[config.mk]
export PLATFORM = sky130hd
export DESIGN_NAME = mult_sequencer
export DESIGN_NICKNAME = d
export VERILOG_FILES = /design/src/rtl/mult_sequencer.sv
export SDC_FILE = /design/constraint.sdc
export NUM_CORES = 1
export LEC_CHECK = 0
export BUFFER_PORTS_ARGS = -buffer_cell sky130_fd_sc_hd__clkbuf_2
export CELL_PAD_IN_SITES_DETAIL_PLACEMENT = 1
export CELL_PAD_IN_SITES_GLOBAL_PLACEMENT = 2
export CORE_UTILIZATION = 33
export CTS_CLUSTER_DIAMETER = 150
export CTS_CLUSTER_SIZE = 28
export DETAILED_ROUTE_END_ITERATION = 10
export GPL_TIMING_DRIVEN = 0
export PLACE_DENSITY = 0.83
export SYNTH_ARGS = -nofsm -noshare
export SYNTH_HDL_FRONTEND = slang
export SYNTH_SLANG_ARGS = --single-unit
[constraint.sdc]
create_clock -name i_clk -period 3.15 [get_ports i_clk]
set_input_delay 0.63 -clock i_clk [delete_from_list [all_inputs] [get_ports i_clk]]
set_output_delay 0.63 -clock i_clk [all_outputs]
set_load 0.02 [all_outputs]
[src/rtl/mult_sequencer.sv]
// HI/LO multiply unit for the MIPS core: radix-2 shift-add MULT/MULTU with
// a fixed WIDTH+2 cycle latency, HI/LO hazard stall and MFHI/MFLO/MTHI/MTLO access.
module mult_sequencer #(
  parameter int WIDTH = 32
) (
  input  logic             i_clk,
  input  logic             i_rst_n,
  input  logic             i_start,
  input  logic             i_is_signed,
  input  logic [WIDTH-1:0] i_op_a,
  input  logic [WIDTH-1:0] i_op_b,
  input  logic             i_mfhi_req,
  input  logic             i_mflo_req,
  input  logic             i_mthi_we,
  input  logic             i_mtlo_we,
  input  logic [WIDTH-1:0] i_wdata,
  output logic [WIDTH-1:0] o_rd_data,
  output logic             o_stall,
  output logic             o_busy,
  output logic             o_done,
  output logic [WIDTH-1:0] o_hi,
  output logic [WIDTH-1:0] o_lo
);

  localparam int CW = (WIDTH > 1) ? $clog2(WIDTH) : 1;

  typedef enum logic [1:0] {S_IDLE, S_RUN, S_FIX, S_DONE} state_t;

  state_t             r_state, w_next;
  logic [2*WIDTH-1:0] r_mcand;
  logic [2*WIDTH-1:0] r_acc;
  logic [WIDTH-1:0]   r_mplier;
  logic [CW-1:0]      r_cnt;
  logic               r_neg;
  logic [WIDTH-1:0]   r_hi, r_lo;

  logic               w_busy;
  logic               w_accept;
  logic [WIDTH-1:0]   w_mag_a, w_mag_b;
  logic [2*WIDTH-1:0] w_result;

  assign w_busy   = (r_state == S_RUN) || (r_state == S_FIX);
  assign w_accept = i_start & ~w_busy;

  // Magnitudes are held unsigned, so the most-negative operand maps to 2^(WIDTH-1).
  assign w_mag_a  = (i_is_signed & i_op_a[WIDTH-1]) ? (~i_op_a + 1'b1) : i_op_a;
  assign w_mag_b  = (i_is_signed & i_op_b[WIDTH-1]) ? (~i_op_b + 1'b1) : i_op_b;
  assign w_result = r_neg ? (~r_acc + 1'b1) : r_acc;

  // State register
  always_ff @(posedge i_clk or negedge i_rst_n) begin
    if (!i_rst_n) r_state <= S_IDLE;
    else          r_state <= w_next;
  end

  // Next-state logic
  always_comb begin
    w_next = r_state;
    case (r_state)
      S_IDLE: if (i_start) w_next = S_RUN;
      S_RUN:  if (r_cnt == '0) w_next = S_FIX;
      S_FIX:  w_next = S_DONE;
      S_DONE: w_next = i_start ? S_RUN : S_IDLE;
      default: w_next = S_IDLE;
    endcase
  end

  // Outputs
  always_comb begin
    o_busy    = w_busy;
    o_done    = (r_state == S_DONE);
    o_stall   = w_busy & (i_start | i_mfhi_req | i_mflo_req | i_mthi_we | i_mtlo_we);
    o_rd_data = '0;
    if (i_mfhi_req)      o_rd_data = r_hi;
    else if (i_mflo_req) o_rd_data = r_lo;
  end

  // Shift-add datapath; one multiplier bit per RUN cycle, no early exit.
  always_ff @(posedge i_clk or negedge i_rst_n) begin
    if (!i_rst_n) begin
      r_mcand  <= '0;
      r_mplier <= '0;
      r_acc    <= '0;
      r_cnt    <= '0;
      r_neg    <= 1'b0;
    end else if (w_accept) begin
      r_mcand  <= {{WIDTH{1'b0}}, w_mag_a};
      r_mplier <= w_mag_b;
      r_acc    <= '0;
      r_cnt    <= CW'(WIDTH - 1);
      r_neg    <= i_is_signed & (i_op_a[WIDTH-1] ^ i_op_b[WIDTH-1]);
    end else if (r_state == S_RUN) begin
      if (r_mplier[0]) r_acc <= r_acc + r_mcand;
      r_mcand  <= r_mcand << 1;
      r_mplier <= r_mplier >> 1;
      r_cnt    <= r_cnt - 1'b1;
    end
  end

  // HI/LO: product commits at the end of FIX; moves only when idle and no start.
  always_ff @(posedge i_clk or negedge i_rst_n) begin
    if (!i_rst_n) begin
      r_hi <= '0;
      r_lo <= '0;
    end else if (r_state == S_FIX) begin
      r_hi <= w_result[2*WIDTH-1:WIDTH];
      r_lo <= w_result[WIDTH-1:0];
    end else if (!w_busy && !i_start) begin
      if (i_mthi_we) r_hi <= i_wdata;
      if (i_mtlo_we) r_lo <= i_wdata;
    end
  end

  assign o_hi = r_hi;
  assign o_lo = r_lo;

endmodule

==> summary.txt <==
Outcome -> complete, but fails checks
Failing checks -> setup timing
# IOs -> 203
Slew headroom -> 41.5%
Net Sw Frac -> 50.0%
Sequential share of power -> 28.0%
Net switching power -> 0.00967 W
Worst r2r src -> r_mcand[0]
Cells after Synth -> 1954
Max Cap Violations -> 0
Clk slew on worst S/H paths -> 0.12 ns
CP Class -> reg -> reg
DR DRC count -> 0
Die Span X -> 228 um
DP Wirelength -> 48800 um
Die height -> 228 um
Yosys cell types -> 71
Initial Utilization -> 33.5%
Worst hold path class -> in -> async
Main flop type after synthesis -> dfrtp_1
Total congestion overflow -> 0
Startpoint types -> register
Post-DRT Antenna Nets -> 0
Fill cell count -> 5925
Nets@finish -> 2398
Power share of the clock group -> 9.4%
Layout cells sized above 1 -> 21.1%
CP max FO -> 5
Synthesized area -> 0.0168 mm2
Die Footprint -> 0.0518 mm2
Total power -> 0.0193 W
Initial drt markers -> 976
Initial antenna violation count -> 3
PnR worst setup slack -> -0.190 ns
Vias/cell -> 5.51
Yosys warns -> 0
Number of synthesized flops with an enable pin -> 0
Final slew viol count -> 0
Number of setup violations in the final report -> 17
Combinational fraction of design power -> 62.6%
Async SR Flop Fraction -> 100%
Skew-Pair Late Insertion Delay -> 0.51 ns
Worst slew pin tran -> 0.878 ns
Core area -> 0.0502 mm2
Post-synthesis sequential area ratio -> 34.5%
Leak -> 8.90 nW
Worst EP required -> 3.56 ns
Htree depth -> 1
First-pass GRT wire length -> 94500 um
Synth Net Count -> 2132
Max Clock Freq -> 0.299 GHz
Sink Count -> 232
Final worst path period share -> 106%
Vias in the first global route -> 16200
Peak supply drop -> 0.000365 V
Worst R2R Setup Slack -> -0.19 ns
Power density cells -> 943 mW/mm2
Final hold violations -> 0
CTS Buffer Depth -> 3
Number of CTS-inserted buffers -> 12
CTS root buffer -> clkbuf_16
Syn avg cell area -> 8.60 um2
1st-pass router iterations -> 5
RSZ-0062 raised after global routing -> yes
CTS tree -> yes
All-Layer GR Usage -> 23.5%
Reg-to-reg endpoint -> r_acc[54]
Setup WS pre-CTS -> -0.988 ns
#FFs+latches synth -> 232
Critical Path AT -> 3.75 ns
WL per Instance -> 21.5 um
Worst R2R Path Depth -> 13
Clk_skew -> 0.0372 ns
Cell Rows -> 82
TNS Setup -> -1.16 ns
Layout area overhead -> 22.1%
IO buf count -> 201
RD Place Congestion -> 0.927
Int Power -> 0.00967 W
Via Count -> 15900
Total Wirelength -> 62200 um
Min Clock Period, post-route -> 3.34 ns
CP Capture Type -> register
Pin count of the biggest net entering global routing -> 86
==> layout make-up <==
| class | instances | area [um2] | share of cell area [%] |
|---|---|---|---|
| Antenna cell | 2 | 5.00 | 0.0244 |
| Buffer | 96 | 392 | 1.91 |
| Clock buffer | 13 | 325 | 1.59 |
| Clock inverter | 1 | 20.0 | 0.0975 |
| Inverter | 33 | 124 | 0.604 |
| Multi-Input combinational cell | 1567 | 11300 | 55.0 |
| Sequential cell | 232 | 5850 | 28.5 |
| Tap cell | 672 | 841 | 4.10 |
| Timing Repair Buffer | 278 | 1690 | 8.21 |
==> worst max-delay path, stage by stage, from the launching register on <==
cell      delay (ns)
dfrtp_2         0.44
ha_4            0.16
fa_2            0.21
a21oi_2         0.06
o211ai_1        0.34
nand4_1         0.15
o211ai_1        0.27
o211ai_1        0.14
buf_4           0.17
a2111o_1        0.48
a2111o_1        0.48
buf_6           0.14
a21oi_4         0.13
a211oi_2        0.05
==> layer usage <==
layer	routed length, um	vias to the layer above	GRT usage [%]
li1	-	7593	-
met1	28200	7898	30.5
met2	30100	376	41.1
met3	2660	69	3.12
met4	1260	0	6.13
met5	0	-	0
==> logic make-up (layout without fill, tap and decap cells) <==
| logic type | after synthesis | after routing | share of synthesized area (%) |
|---|---|---|---|
| AOI/OAI and AO/OA | 596 | 596 | 22.5 |
| and+or+nand+nor | 585 | 585 | 16.6 |
| adders and majority gates | 74 | 74 | 5.55 |
| muxes | 142 | 142 | 8.46 |
| other | 0 | 2 | 0 |
| DFF | 232 | 232 | 34.5 |
| xor gates and xnor gates | 170 | 170 | 8.86 |
| buffers and inverters | 155 | 421 | 3.48 |
==> placed cells by master, fill, tap and decap left out, types with 68 or more instances in the layout <==
cell      instances
a21oi_1         120
buf_4            68
clkbuf_1         71
clkbuf_2        210
dfrtp_1         195
mux2i_1         142
nand2_1         265
nor2_1           96
o21ai_0         186
xnor2_1         110
==> worst max path at each step <==
stage | endpoint | startpoint
floorplan | o_hi[29] | r_acc[48]
global placement | r_mplier[23] | i_rst_n
detailed placement | r_mplier[1] | r_state[0]
CTS | r_acc[54] | r_mcand[0]
global route | r_acc[54] | r_mcand[0]
finish | r_acc[54] | r_mcand[0]
==> stage by stage <==
stage / instance area [um2] / util [%] / hold slack [ns] / cells
after floorplan: 16800 / - / 0.334 / 1954
after global routing: 20500 / 40.9 / 0.145 / 2893
after detailed placement: 18700 / 37.3 / 0.510 / 2829
final: 20500 / 40.9 / 0.107 / 2894
after CTS: 19800 / 39.6 / 0.130 / 2857
after global placement: 18700 / 37.2 / 0.501 / 2827
==> Yosys cell counts (all sizes together), types with 4 or more instances <==
| cell | n | share of area (%) |
|---|---|---|
| a211o | 5 | 0.26 |
| a211oi | 33 | 1.5 |
| a21boi | 5 | 0.22 |
| a21o | 57 | 2.5 |
| a21oi | 130 | 3.9 |
| a221oi | 7 | 0.36 |
| a22o | 34 | 1.8 |
| a31o | 4 | 0.21 |
| a31oi | 14 | 0.52 |
| and2 | 14 | 0.52 |
| and3 | 14 | 0.52 |
| and4 | 6 | 0.31 |
| buf | 14 | 0.33 |
| clkbuf | 108 | 2.4 |
| dfrtp | 232 | 35 |
| ha | 73 | 5.4 |
| inv | 33 | 0.74 |
| mux2i | 142 | 8.5 |
| nand2 | 268 | 6.0 |
| nand2b | 10 | 0.37 |
| nand3 | 26 | 0.77 |
| nand4 | 21 | 0.78 |
| nor2 | 100 | 2.2 |
| nor2b | 28 | 1.0 |
| nor3 | 27 | 0.83 |
| nor3b | 6 | 0.30 |
| nor4 | 17 | 0.72 |
| o211ai | 10 | 0.45 |
| o21a | 10 | 0.45 |
| o21ai | 205 | 6.1 |
| o21bai | 14 | 0.63 |
| o31ai | 30 | 1.4 |
| o41ai | 15 | 0.92 |
| or3 | 19 | 0.71 |
| or4 | 16 | 0.78 |
| xnor2 | 112 | 5.8 |
| xor2 | 58 | 3.0 |
==> sequential cells by signal, summed over array words and instances (netlist names) <==
name	cells
r_acc	64
r_state	2
r_mplier	32
r_cnt	5
r_neg	1
r_mcand	64
o_lo	32
o_hi	32
==> power groups by stage <==
stage / logic (W) / clock network, W / registers [W]
3_5_place_dp: 0.0106 / 0 / 0.00540
2_1_floorplan: 0.00704 / 0 / 0.00532
4_1_cts: 0.0114 / 0.00188 / 0.00537
5_1_grt: 0.0132 / 0.00195 / 0.00554
3_3_place_gp: 0.0104 / 0 / 0.00535
6_report: 0.0121 / 0.00182 / 0.00542
==> timing repair <==
item                                    4_1_cts  5_1_grt
hold buffers                                  0        0
resized for setup                           127       91
setup buffers                                39       36
pin swaps                                    33       45
endpoints found under the setup margin      166       96
(Power assumes the default switching activity.)
